===== src/rtl/vga_text_pkg.sv =====
// vga_text_pkg
//   Shared definitions for the VGA text RAM writer: geometry defaults,
//   cursor field widths, the 5-bit font code type and its fixed code
//   points, the ASCII control bytes the writer acts on, and the writer
//   FSM state type.
package vga_text_pkg;

  // Default text geometry (80 x 8 cells, 640 cells fit a 10-bit address)
  localparam int COLS_DEF   = 80;
  localparam int ROWS_DEF   = 8;
  localparam int ADDR_W_DEF = 10;
  localparam int CODE_W_DEF = 5;

  // Cursor port widths
  localparam int COL_W = 7;
  localparam int ROW_W = 3;

  typedef logic [4:0] text_code_t;

  localparam text_code_t CODE_SPACE = 5'd0;
  localparam text_code_t CODE_A     = 5'd1;
  localparam text_code_t CODE_STAR  = 5'd27;
  localparam text_code_t CODE_HASH  = 5'd28;

  localparam logic [7:0] ASCII_LF = 8'h0A;
  localparam logic [7:0] ASCII_CR = 8'h0D;
  localparam logic [7:0] ASCII_BS = 8'h08;

  typedef enum logic [0:0] {
    IDLE  = 1'b0,
    CLEAR = 1'b1
  } wr_state_e;

endpackage


===== src/rtl/ascii_to_code.sv =====
// ascii_to_code
//   Purely combinational map from an ASCII byte to the font code set:
//   ' '->0, 'A'..'Z'->1..26, '*'->27, '#'->28, everything else -> 0.
//   Build option TEXT_WR_LOWERCASE_EN: when defined, 'a'..'z' also map to
//   1..26; when undefined, lowercase falls through to code 0.
//   Control bytes are not filtered here; the writer decides what to do
//   with them before this code is ever used.
// Ports
//   ascii_i  in   8  ASCII byte
//   code_o   out  5  font code
module ascii_to_code
  import vga_text_pkg::*;
(
  input  logic [7:0]  ascii_i,
  output text_code_t  code_o
);

  always_comb begin
    code_o = CODE_SPACE;
    if (ascii_i >= 8'h41 && ascii_i <= 8'h5A) begin
      code_o = CODE_A + text_code_t'(ascii_i - 8'h41);
    end
`ifdef TEXT_WR_LOWERCASE_EN
    else if (ascii_i >= 8'h61 && ascii_i <= 8'h7A) begin
      code_o = CODE_A + text_code_t'(ascii_i - 8'h61);
    end
`endif
    else if (ascii_i == 8'h2A) begin
      code_o = CODE_STAR;
    end
    else if (ascii_i == 8'h23) begin
      code_o = CODE_HASH;
    end
  end

endmodule


===== src/rtl/text_buffer_writer.sv =====
// text_buffer_writer
//   Writer side of the VGA text RAM. Accepts ASCII bytes on a valid/ready
//   handshake, maps them to font codes, maintains a text cursor and drives
//   the RAM write port. A one-cycle clr pulse clears the whole screen (one
//   cell per cycle) and homes the cursor.
//   Build option TEXT_WR_LOWERCASE_EN (in ascii_to_code): lowercase letters
//   map like uppercase when defined, otherwise they are written as 0.
// Ports
//   clk       in   1       clock, rising edge
//   rst       in   1       synchronous active-high reset
//   in_valid  in   1       in_ascii carries a byte
//   in_ready  out  1       byte accepted this cycle if in_valid (and no clr)
//   in_ascii  in   8       ASCII byte
//   clr       in   1       pulse: clear screen, home cursor
//   wr_addr   out  ADDR_W  text RAM write address (col + row*COLS)
//   wr_data   out  CODE_W  text RAM write data
//   wr_en     out  1       text RAM write enable
//   busy      out  1       clear in progress
//   cur_col   out  7       cursor column
//   cur_row   out  3       cursor row
module text_buffer_writer
  import vga_text_pkg::*;
#(
  parameter int COLS   = COLS_DEF,
  parameter int ROWS   = ROWS_DEF,
  parameter int ADDR_W = ADDR_W_DEF,
  parameter int CODE_W = CODE_W_DEF
) (
  input  logic              clk,
  input  logic              rst,
  input  logic              in_valid,
  output logic              in_ready,
  input  logic [7:0]        in_ascii,
  input  logic              clr,
  output logic [ADDR_W-1:0] wr_addr,
  output logic [CODE_W-1:0] wr_data,
  output logic              wr_en,
  output logic              busy,
  output logic [COL_W-1:0]  cur_col,
  output logic [ROW_W-1:0]  cur_row
);

  localparam int CELLS = COLS * ROWS;
  localparam logic [COL_W-1:0] COL_LAST = COL_W'(COLS - 1);
  localparam logic [ROW_W-1:0] ROW_LAST = ROW_W'(ROWS - 1);

  wr_state_e          state_q, state_d;
  logic [COL_W-1:0]   col_q, col_d;
  logic [ROW_W-1:0]   row_q, row_d;
  // One bit wider than the address so it can hold CELLS itself, which
  // marks "all cells written" even when CELLS == 2**ADDR_W.
  logic [ADDR_W:0]    clr_cnt_q, clr_cnt_d;
  logic               wr_en_q, wr_en_d;
  logic [ADDR_W-1:0]  wr_addr_q, wr_addr_d;
  logic [CODE_W-1:0]  wr_data_q, wr_data_d;

  text_code_t         code;
  logic [ROW_W-1:0]   row_inc;

  ascii_to_code u_map (
    .ascii_i (in_ascii),
    .code_o  (code)
  );

  function automatic logic [ADDR_W-1:0] cell_addr(input logic [COL_W-1:0] c,
                                                  input logic [ROW_W-1:0] r);
    return ADDR_W'(r) * ADDR_W'(COLS) + ADDR_W'(c);
  endfunction

  // Next row with wrap to the top (no scrolling)
  assign row_inc = (row_q == ROW_LAST) ? '0 : row_q + ROW_W'(1);

  always_comb begin
    state_d   = state_q;
    col_d     = col_q;
    row_d     = row_q;
    clr_cnt_d = clr_cnt_q;
    wr_en_d   = 1'b0;
    wr_addr_d = wr_addr_q;
    wr_data_d = wr_data_q;

    case (state_q)
      IDLE: begin
        if (clr) begin
          // First clear write is issued right away so busy and wr_en cover
          // exactly the same CELLS cycles.
          state_d   = CLEAR;
          wr_en_d   = 1'b1;
          wr_addr_d = '0;
          wr_data_d = '0;
          clr_cnt_d = (ADDR_W+1)'(1);
        end else if (in_valid) begin
          if (in_ascii >= 8'h20) begin
            wr_en_d   = 1'b1;
            wr_addr_d = cell_addr(col_q, row_q);
            wr_data_d = CODE_W'(code);
            if (col_q == COL_LAST) begin
              col_d = '0;
              row_d = row_inc;
            end else begin
              col_d = col_q + COL_W'(1);
            end
          end else if (in_ascii == ASCII_LF) begin
            col_d = '0;
            row_d = row_inc;
          end else if (in_ascii == ASCII_CR) begin
            col_d = '0;
          end else if (in_ascii == ASCII_BS) begin
            if (col_q != '0) begin
              col_d     = col_q - COL_W'(1);
              wr_en_d   = 1'b1;
              wr_addr_d = cell_addr(col_q - COL_W'(1), row_q);
              wr_data_d = '0;
            end else if (row_q != '0) begin
              col_d     = COL_LAST;
              row_d     = row_q - ROW_W'(1);
              wr_en_d   = 1'b1;
              wr_addr_d = cell_addr(COL_LAST, row_q - ROW_W'(1));
              wr_data_d = '0;
            end
          end
        end
      end

      CLEAR: begin
        if (clr_cnt_q == (ADDR_W+1)'(CELLS)) begin
          state_d = IDLE;
          col_d   = '0;
          row_d   = '0;
        end else begin
          wr_en_d   = 1'b1;
          wr_addr_d = clr_cnt_q[ADDR_W-1:0];
          wr_data_d = '0;
          clr_cnt_d = clr_cnt_q + (ADDR_W+1)'(1);
        end
      end

      default: state_d = IDLE;
    endcase
  end

  always_ff @(posedge clk) begin
    if (rst) begin
      state_q   <= IDLE;
      col_q     <= '0;
      row_q     <= '0;
      clr_cnt_q <= '0;
      wr_en_q   <= 1'b0;
      wr_addr_q <= '0;
      wr_data_q <= '0;
    end else begin
      state_q   <= state_d;
      col_q     <= col_d;
      row_q     <= row_d;
      clr_cnt_q <= clr_cnt_d;
      wr_en_q   <= wr_en_d;
      wr_addr_q <= wr_addr_d;
      wr_data_q <= wr_data_d;
    end
  end

  assign in_ready = (state_q == IDLE);
  assign busy     = (state_q == CLEAR);
  assign wr_en    = wr_en_q;
  assign wr_addr  = wr_addr_q;
  assign wr_data  = wr_data_q;
  assign cur_col  = col_q;
  assign cur_row  = row_q;

endmodule

===== config.mk =====
export PLATFORM = sky130hd
export DESIGN_NAME = text_buffer_writer
export DESIGN_NICKNAME = d
export VERILOG_FILES = /design/src/rtl/vga_text_pkg.sv /design/src/rtl/ascii_to_code.sv /design/src/rtl/text_buffer_writer.sv
export SDC_FILE = /design/constraint.sdc
export NUM_CORES = 1
export LEC_CHECK = 0
export ABC_AREA = 1
export BUFFER_PORTS_ARGS = -buffer_cell sky130_fd_sc_hd__buf_2
export CELL_PAD_IN_SITES_DETAIL_PLACEMENT = 0
export CELL_PAD_IN_SITES_GLOBAL_PLACEMENT = 1
export CORE_ASPECT_RATIO = 1.1
export CORE_UTILIZATION = 46
export CTS_BUF_LIST = sky130_fd_sc_hd__clkbuf_8
export CTS_CLUSTER_DIAMETER = 200
export DETAILED_ROUTE_END_ITERATION = 10
export PLACE_DENSITY = 0.95
export SKIP_CTS_REPAIR_TIMING = 1
export SYNTH_ARGS = -nofsm -noshare
export SYNTH_HDL_FRONTEND = slang
export SYNTH_HIERARCHICAL = 1
export SYNTH_SLANG_ARGS = --single-unit
export TNS_END_PERCENT = 1

===== constraint.sdc =====
create_clock -name clk -period 4.87 [get_ports clk]
set_input_delay 0.2435 -clock clk [delete_from_list [all_inputs] [get_ports clk]]
set_output_delay 0.2435 -clock clk [all_outputs]
set_load 0.01 [all_outputs]

**Word-level counts from Yosys, hierarchy flattened**

Index checks and enable logic that the tools add are counted.
Widths: inputs -> output; s select.

- Logic and storage cells: 116
- Input port bits: 12
- Output and inout port bits: 28
- Flip-flop bits (word level): 38

- Muxes and demuxes: 61
- Bitwise gates (word level): 1
- Add/sub/neg operators: 10
- Reductions and logical operators: 7
- Equality and inequality tests: 25
- $lt $le $gt $ge: 3
- Multipliers: 2

Operator list:

| kind | count |
|---|---|
| $mux 10 | 9 |
| $mux 7 | 10 |
| $mux 5 | 12 |
| $mux 3 | 11 |
| $eq 8x4->1 const B | 3 |
| $mux 11 | 2 |
| $pmux 11 s2 | 1 |
| $add 10x7->10 | 2 |
| $pmux 10 s2 | 1 |
| $eq 8x6->1 const B | 2 |
| $ne 4x4->1 const B | 4 |
| $pmux 7 s2 | 1 |
| $mul 3x3->6 const B | 2 |
| $ne 4x1->1 const B | 3 |
| $add 11x1->11 const B | 1 |
| $eq 11x10->1 const B | 1 |
| $add 10x7->10 const B | 1 |
| $mux 1 | 10 |
| $ne 5x1->1 const B | 2 |
| $pmux 5 s2 | 1 |
| $ge 8x6->1 const B | 1 |
| $ge 8x7->1 const B | 1 |
| $le 8x7->1 const B | 1 |
| $reduce_and 8->1 | 1 |
| other kinds (21) | 26 |

**Longest topological paths before layout**

Gate-level depths: netlist of the first run.

- Word-level depth: 12
- Mapped depth: 17
- Gate-level depth less buffers: 17

**Hierarchy**

Netlist of the first run, hierarchy kept.

By module, submodules not included:

| module | area each (um^2) | cells each | instances | sequential area each (um^2) |
|---|---|---|---|---|
| text_buffer_writer | 2930.3 | 418 | 1 | 760.7 |
| ascii_to_code | 183.9 | 45 | 1 | 0.0 |

**Worst setup path after synthesis of the first run**

No wires, ideal clock.

- Kind: register to register
- From: register col_q[0] (netlist: cur_col[0])
- To: register wr_addr_q[6] (netlist: wr_addr[6])
- Clock period less this slack: 2535 ps
- Path slack: 2335 ps
- Stages on the path, launching flop included: 16
- Path buffers: 0
- Data arrival time: 2419 ps
- Setup time: 116 ps
- Cells stage by stage: dfxtp_1 inv_1 ha_1 nand2_2 nor2_4 xor2_1 ha_1 inv_1 fa_1 xnor2_1 a21oi_1 o21ai_0 o211ai_1 o21ai_0 o21ai_0 nor2_1

- Longest elaborated chain between the ends: 10
- Elaborated cells between the ends (all ways): 14
- Classes of those cells: add/sub (3); eq/ne (1); mux (8); reduce/logical (2)

Ends and longest elaborated chain:

| element | line | RTL |
|---|---|---|
| start, declared | text_buffer_writer.sv:48 | `logic [COL_W-1:0] col_q, col_d;` |
| start signal, assigned | text_buffer_writer.sv:153 | `col_q <= col_d;` |
| $sub 7x1->7 | text_buffer_writer.sv:112 | `wr_addr_d = cell_addr(col_q - COL_W'(1), row_q);` |
| $add 10x7->10 | text_buffer_writer.sv:67 | `return ADDR_W'(r) * ADDR_W'(COLS) + ADDR_W'(c);` |
| $mux 10 | text_buffer_writer.sv:109 | `if (col_q != '0) begin` |
| $mux 10 | text_buffer_writer.sv:108 | `end else if (in_ascii == ASCII_BS) begin` |
| $mux 10 | text_buffer_writer.sv:106 | `end else if (in_ascii == ASCII_CR) begin` |
| $mux 10 | text_buffer_writer.sv:103 | `end else if (in_ascii == ASCII_LF) begin` |
| $mux 10 | text_buffer_writer.sv:93 | `if (in_ascii >= 8'h20) begin` |
| $mux 10 | text_buffer_writer.sv:92 | `end else if (in_valid) begin` |
| $mux 10 | text_buffer_writer.sv:84 | `if (clr) begin` |
| $pmux 10 s2 | text_buffer_writer.sv:82 | `case (state_q)` |
| end signal, assigned | text_buffer_writer.sv:157 | `wr_addr_q <= wr_addr_d;` |
| end, declared | text_buffer_writer.sv:54 | `logic [ADDR_W-1:0] wr_addr_q, wr_addr_d;` |

Parallel ways exist; a longest one is shown, timed or not. The select of a mux whose other input is x is not followed.
A chain may end at the register's enable or synchronous reset.

**Worst setup path in the final report of the first run**

Ends and elaborated chain as after synthesis.

==> results of run 1 <==
[worst max path at each step]
stage / startpoint / slack (ns) / cells past startpoint / end
after floorplan: cur_col[0] / 2.34 / 15 / wr_addr[6]
after global placement: cur_col[0] / 2.25 / 15 / wr_addr[6]
after detailed placement: cur_col[0] / 2.12 / 15 / wr_addr[6]
after CTS: cur_col[0] / 2.09 / 15 / wr_addr[6]
after global routing: cur_col[0] / 1.89 / 15 / wr_addr[6]
final: cur_col[0] / 2.05 / 15 / wr_addr[6]
[power breakdown]
group | internal (mW) | switching, mW
logic | 0.0966 | 0.182
clock network | 0.114 | 0.127
registers | 0.326 | 0.0214
total | 0.536 | 0.331
[worst max-delay path: cells and delay by family (launching register included)]
| kind | cells | cell delay (ns) |
|---|---|---|
| simple gates | 3 | 0.21 |
| fa+ha+maj | 3 | 0.88 |
| compound gates | 5 | 0.63 |
| flops | 1 | 0.47 |
| buf+inv | 2 | 0.18 |
| xor+xnor | 2 | 0.35 |
[cell families after synthesis]
kind of cell	count (synthesis)	synth area share (%)
AO/OA/AOI/OAI	111	19.6
XOR/XNOR	14	3.94
AND/OR/NAND/NOR	201	31.9
adder cells (fa/ha/maj)	22	9.32
flip-flops	38	24.4
buffers and inverters	77	10.8
[through the flow]
stage	std cells	util, %	setup WS, ns	total power [mW]
finish	580	52.2	2.05	0.867
global route	580	52.2	1.89	0.917
CTS	580	52.2	2.09	0.869
detailed placement	572	50.8	2.12	0.631
global placement	572	50.8	2.25	0.626
floorplan	463	-	2.34	0.560
[cell usage in the layout (no fill, tap or decap), types with 3 or more instances in the layout]
cell type	count
o21ai_2	3
xor2_1	11
o22ai_1	3
clkbuf_8	6
buf_2	39
nor2_2	5
ha_1	20
nor2_1	51
a21oi_1	45
dfxtp_1	38
o211ai_1	3
o21ai_0	40
nor3_1	5
nand2_4	4
inv_2	7
inv_1	54
xnor2_1	3
nand3_1	34
nand2_2	9
a21oi_2	3
o21ai_1	6
nand2_1	73
nand4_1	7
[layout make-up]
class                      instances  area share, %
clock inverter                     2          0.365
inverter                          65           7.42
multi-input combinational        348           58.9
clock buffer                       6           2.41
sequential                        38           22.2
tap                               82           3.00
timing repair buffer              39           5.70
[metal layers]
metal / GRT usage (%) / vias up / wire length, um
met3: 2.89 / 17 / 350
met1: 30.3 / 1456 / 3640
met5: 0 / - / 0
met2: 42.0 / 89 / 3940
met4: 9.09 / 0 / 210
li1: - / 1603 / -
[sequential cells by signal, summed over array words and instances (netlist names)]
register and count:
busy 1, clr_cnt_q 11, wr_data 5, wr_en 1, cur_col 7, wr_addr 10
cur_row 3
==> results.toml, run 1 <==
[yosys]
synth_edf_count = 0
netlist_instances = 463
synth_common_cells = "73 x nand2_1, 54 x inv_1, 51 x nor2_1"
ys_ff_latch = 38
synth.cell_area_mm2 = 0.00311
seq_area_frac_synth_pct = 24.4
synth_top_area_share_pct = 24.4
yosysUniqueCellTypes = 46
yosys.cell_count.top_type = "nand2_1"
ys_async_sr_fraction_pct = 0
ys.flop_type = "dfxtp_1"
yosys.area.top_type = "dfxtp_1"
synth_area_leaders = "dfxtp_1 24%, nand2_1 8.8%, ha_1 8.0%"
yosysWarnings = 6
syn_nets = 497
syn_area_per_cell_um2 = 6.73

[worst_hold_path]
hold-path-cell-count = 2
min_from = "rst"
min_path_type = "input port to flop"
holdPathEnd = "clr_cnt_q[6]"

[critical_path]
cp_data_required_time_ns = 5.07
regToRegSetupSlack_ns = 2.05
r2r_end = "wr_addr[6]"
crit_top_cell = "o21ai_0"
crit_type = "flop to flop"
worstPathArrival_ns = 3.02
slowest_stage = "dfxtp_1"
crit_fanout = 7
path_cells = "inv_1 -> ha_1 -> nand2_2 -> nor2_4 -> xor2_1 -> ha_1 -> inv_1 -> fa_1 -> xnor2_1 -> a21oi_1 -> o21ai_0 -> o211ai_1 -> o21ai_0 -> o21ai_0 -> nor2_1"
reg2reg_from = "cur_col[0]"
critPathMaxStageDelay_ns = 0.47
r2r_cells = 15
crit_path_end_kind = "flop"
critPathLaunchType = "flop"

[drt]
drc_errors = 0
num_vias = 3165
avgViaCountPerCell = 5.46
dr.pass1.iters = 5
wirelength_um = 8140
ant_nets = 0
drt_iter0_drc = 206
wl_per_cell_um = 14.0

[timing]
fin_hold_ws_ns = 0.273
max_freq_mhz = 354
rsz0062_at_grt = "no"
fin_setup_tns_ns = 0
period_minus_slack_ns = 2.82
relSlewSlack_pct = 42.6
setup-violations-final = 0
hold_viol = 0
fin_crit_sh_pct = 57.9
drv_slew = 0
finClkSkew_ns = 0.00538
tightest_slew_ns = 0.855

[run]
drv_cap = 0

[floorplan]
die-area_mm2 = 0.00710
die_y_um = 88.3
fp-row-count = 31
die_w_um = 80.5
fp.coreArea_mm2 = 0.00656
ios = 40
start_util_pct = 47.5

[clock_network]
numCtsBuffers = 5
root_buffer = "clkbuf_8"
clkSinkCount = 38
clk_latency_ns = 0.30
clkTransAtPathRegs_ns = 0.09
htreeDepth = 2
cts_tree = "done"
clk_path_buf_depth = 2

[global_route]
antenna_found_initial = 0
grt_overflow = 0
grt_pass1_vias = 2909
grt_max_degree = 29
grt_pass1_wl_um = 13400
grt.total_usage_pct = 24.1

[power]
p_per_area_mw_per_mm2 = 253
ir_drop_mv = 0.117
p_leak_nw = 1.57

[placement]
dp_hpwl_um = 6160
dpl_cell_area_mm2 = 0.00333
gp_congestion = 0.851
io_buffers = 39

[final_layout]
drive_gt1_share_pct = 18.1
regArea_um2 = 761
nNetsFinal = 531
syn2layout_area_growth_pct = 9.96
stdcell_area_mm2 = 0.00342
multi_input_area_mm2 = 0.00202
num-fill-cells = 683
num_antenna_cells = 0

[outcome]
status = "finished clean"
Note: power is estimated with default switching activity, not from simulation.
==> run 2, diff against run 1 <==
ABC_AREA = 0   (was 1)
CORE_UTILIZATION = 44   (was 46)
PLACE_DENSITY = 0.92   (was 0.95)
clock period = 2.9 ns   (was 4.87 ns; I/O delays follow)
==> results.toml, run 2 <==
[timing]
hold_viol = 0
finClkSkew_ns = 0.00491
drv_slew = 0
setup-violations-final = 0
fin_crit_sh_pct = 95.9
max_freq_mhz = 359
setup_slack_ns = 0.118
rsz0062_at_grt = "no"
relSlewSlack_pct = 33.6
tightest_slew_ns = 0.997
period_minus_slack_ns = 2.78
fin_setup_tns_ns = 0

[yosys]
yosys.area.top_type = "dfxtp_1"
synth.cell_area_mm2 = 0.00301
yosysWarnings = 6
syn_area_per_cell_um2 = 7.80
synth_top_area_share_pct = 25.3
ys_async_sr_fraction_pct = 0
synth_edf_count = 0
netlist_instances = 386
ys.flop_type = "dfxtp_1"
synth_common_cells = "38 x dfxtp_1, 38 x nand2_1, 38 x nor2_1"
ys_ff_latch = 38
yosysUniqueCellTypes = 75
syn_nets = 420
synth_area_leaders = "dfxtp_1 25%, ha_1 8.3%, nand2_1 4.7%"
seq_area_frac_synth_pct = 25.3

[global_route]
use_met1_pct = 32.4
grt_max_degree = 35
gr-usage-met2_pct = 41.4
grt.total_usage_pct = 24.8
grt_util_met3_pct = 3.61
grt_overflow = 0
grt.busiest_layer = "met2"
grt_pass1_wl_um = 13800
antenna_found_initial = 0
grt_pass1_vias = 2750

[clock_network]
clk_latency_ns = 0.30
clkTransAtPathRegs_ns = 0.08
htreeDepth = 2
clk_path_buf_depth = 2
root_buffer = "clkbuf_8"
clkSinkCount = 38
numCtsBuffers = 5
cts_tree = "done"

[final_layout]
nNetsFinal = 463
fin_cells = 512
largest_register = "clr_cnt_q"
final_cell_mix = "39 x buf_2, 38 x nor2_1, 37 x nand2_1"
num-fill-cells = 641
layout_commonest_cell = "buf_2"
drive_gt1_share_pct = 22.6
largest_reg_flops = 11
num_antenna_cells = 0
stdcell_area_mm2 = 0.00353
syn2layout_area_growth_pct = 17.5

[run]
drv_cap = 0

[drt]
drc_errors = 0
avgViaCountPerCell = 6.03
dr.pass1.iters = 5
drt_iter0_drc = 351
num_vias = 3087
ant_nets = 0
wl_per_cell_um = 16.4
wirelength_um = 8390

[critical_path]
worstPathArrival_ns = 3.01
crit_path_end_kind = "flop"
critPathLaunchType = "flop"
crit_type = "flop to flop"
cp_data_required_time_ns = 3.12
crit_fanout = 9

[placement]
dp_hpwl_um = 6140
gp_congestion = 0.943
io_buffers = 39
dpl_cell_area_mm2 = 0.00339
dp_cells = 504
place_worst_setup_slack_ns = 0.0584

[power]
p_leak_nw = 1.49
ir_drop_mv = 0.259
p_per_area_mw_per_mm2 = 375

[floorplan]
fp-row-count = 31
start_util_pct = 45.6
die-area_mm2 = 0.00717
die_w_um = 80.9
die_y_um = 88.7
ios = 40
fp.coreArea_mm2 = 0.00659

[outcome]
status = "finished clean"

[worst_hold_path]
min_path_type = "input port to flop"
==> run 2: area by class of cell <==
| class | instances | area [um^2] | area share (%) |
|---|---|---|---|
| timing repair buffer | 57 | 330 | 9.35 |
| inverter | 18 | 67.6 | 1.91 |
| tap | 82 | 103 | 2.90 |
| clock inverter | 3 | 43.8 | 1.24 |
| sequential | 38 | 766 | 21.7 |
| clock buffer | 5 | 68.8 | 1.95 |
| multi-input combinational | 309 | 2160 | 61.0 |
==> run 2: logic make-up (layout without fill, tap and decap cells) <==
kind of cell               Yosys count  count (layout)  synth area share, %
buffers and inverters               39              83                 5.40
AOI/OAI and AO/OA                  108             108                 24.3
DFF                                 38              38                 25.3
adders and majority gates           22              22                 9.65
xor gates and xnor gates            24              24                 7.48
muxes                                4               4                 1.41
and+or+nand+nor                    151             151                 26.4
==> run 2: worst paths after layout <==
kind,start,to,slack (ns),cells past startpoint
hold / removal,in_ascii[4],wr_data[4],0.25,5
setup reg to reg,cur_col[0],wr_addr[7],0.12,12
setup / recovery,cur_col[0],wr_addr[7],0.12,12
hold reg to reg,wr_data[3],wr_data[3],0.45,2
==> run 2: report_power, final <==
part	internal (mW)	switching, mW	total (mW)
logic	0.120	0.179	0.299
registers	0.537	0.0147	0.551
clock network	0.257	0.220	0.476
==> run 2: per-layer routing <==
layer / wire (um) / up-vias
li1: - / 1493
met1: 3680 / 1441
met2: 3970 / 132
met3: 540 / 21
met4: 203 / 0
met5: 0 / -
==> run 2: worst max-delay path, cell delays in order (launching register included) <==
cell and delay [ns]:
dfxtp_4 0.38, inv_2 0.08, ha_4 0.14, or3b_4 0.42, or3_4 0.35, nand2_2 0.08
ha_4 0.21, nand2_1 0.06, nand2_1 0.11, a2111oi_4 0.30, o221ai_1 0.16, a31o_2 0.24
a211oi_2 0.17
==> run 2: metrics by stage <==
| step | hold WS [ns] | utilization, % | total power, mW |
|---|---|---|---|
| final | 0.253 | 53.6 | 1.33 |
| after global routing | 0.296 | 53.6 | 1.39 |
| after CTS | 0.257 | 53.1 | 1.31 |
| after detailed placement | 0.440 | 51.4 | 0.849 |
| after global placement | 0.437 | 51.4 | 0.845 |
| after floorplan | 0.332 | - | 0.759 |
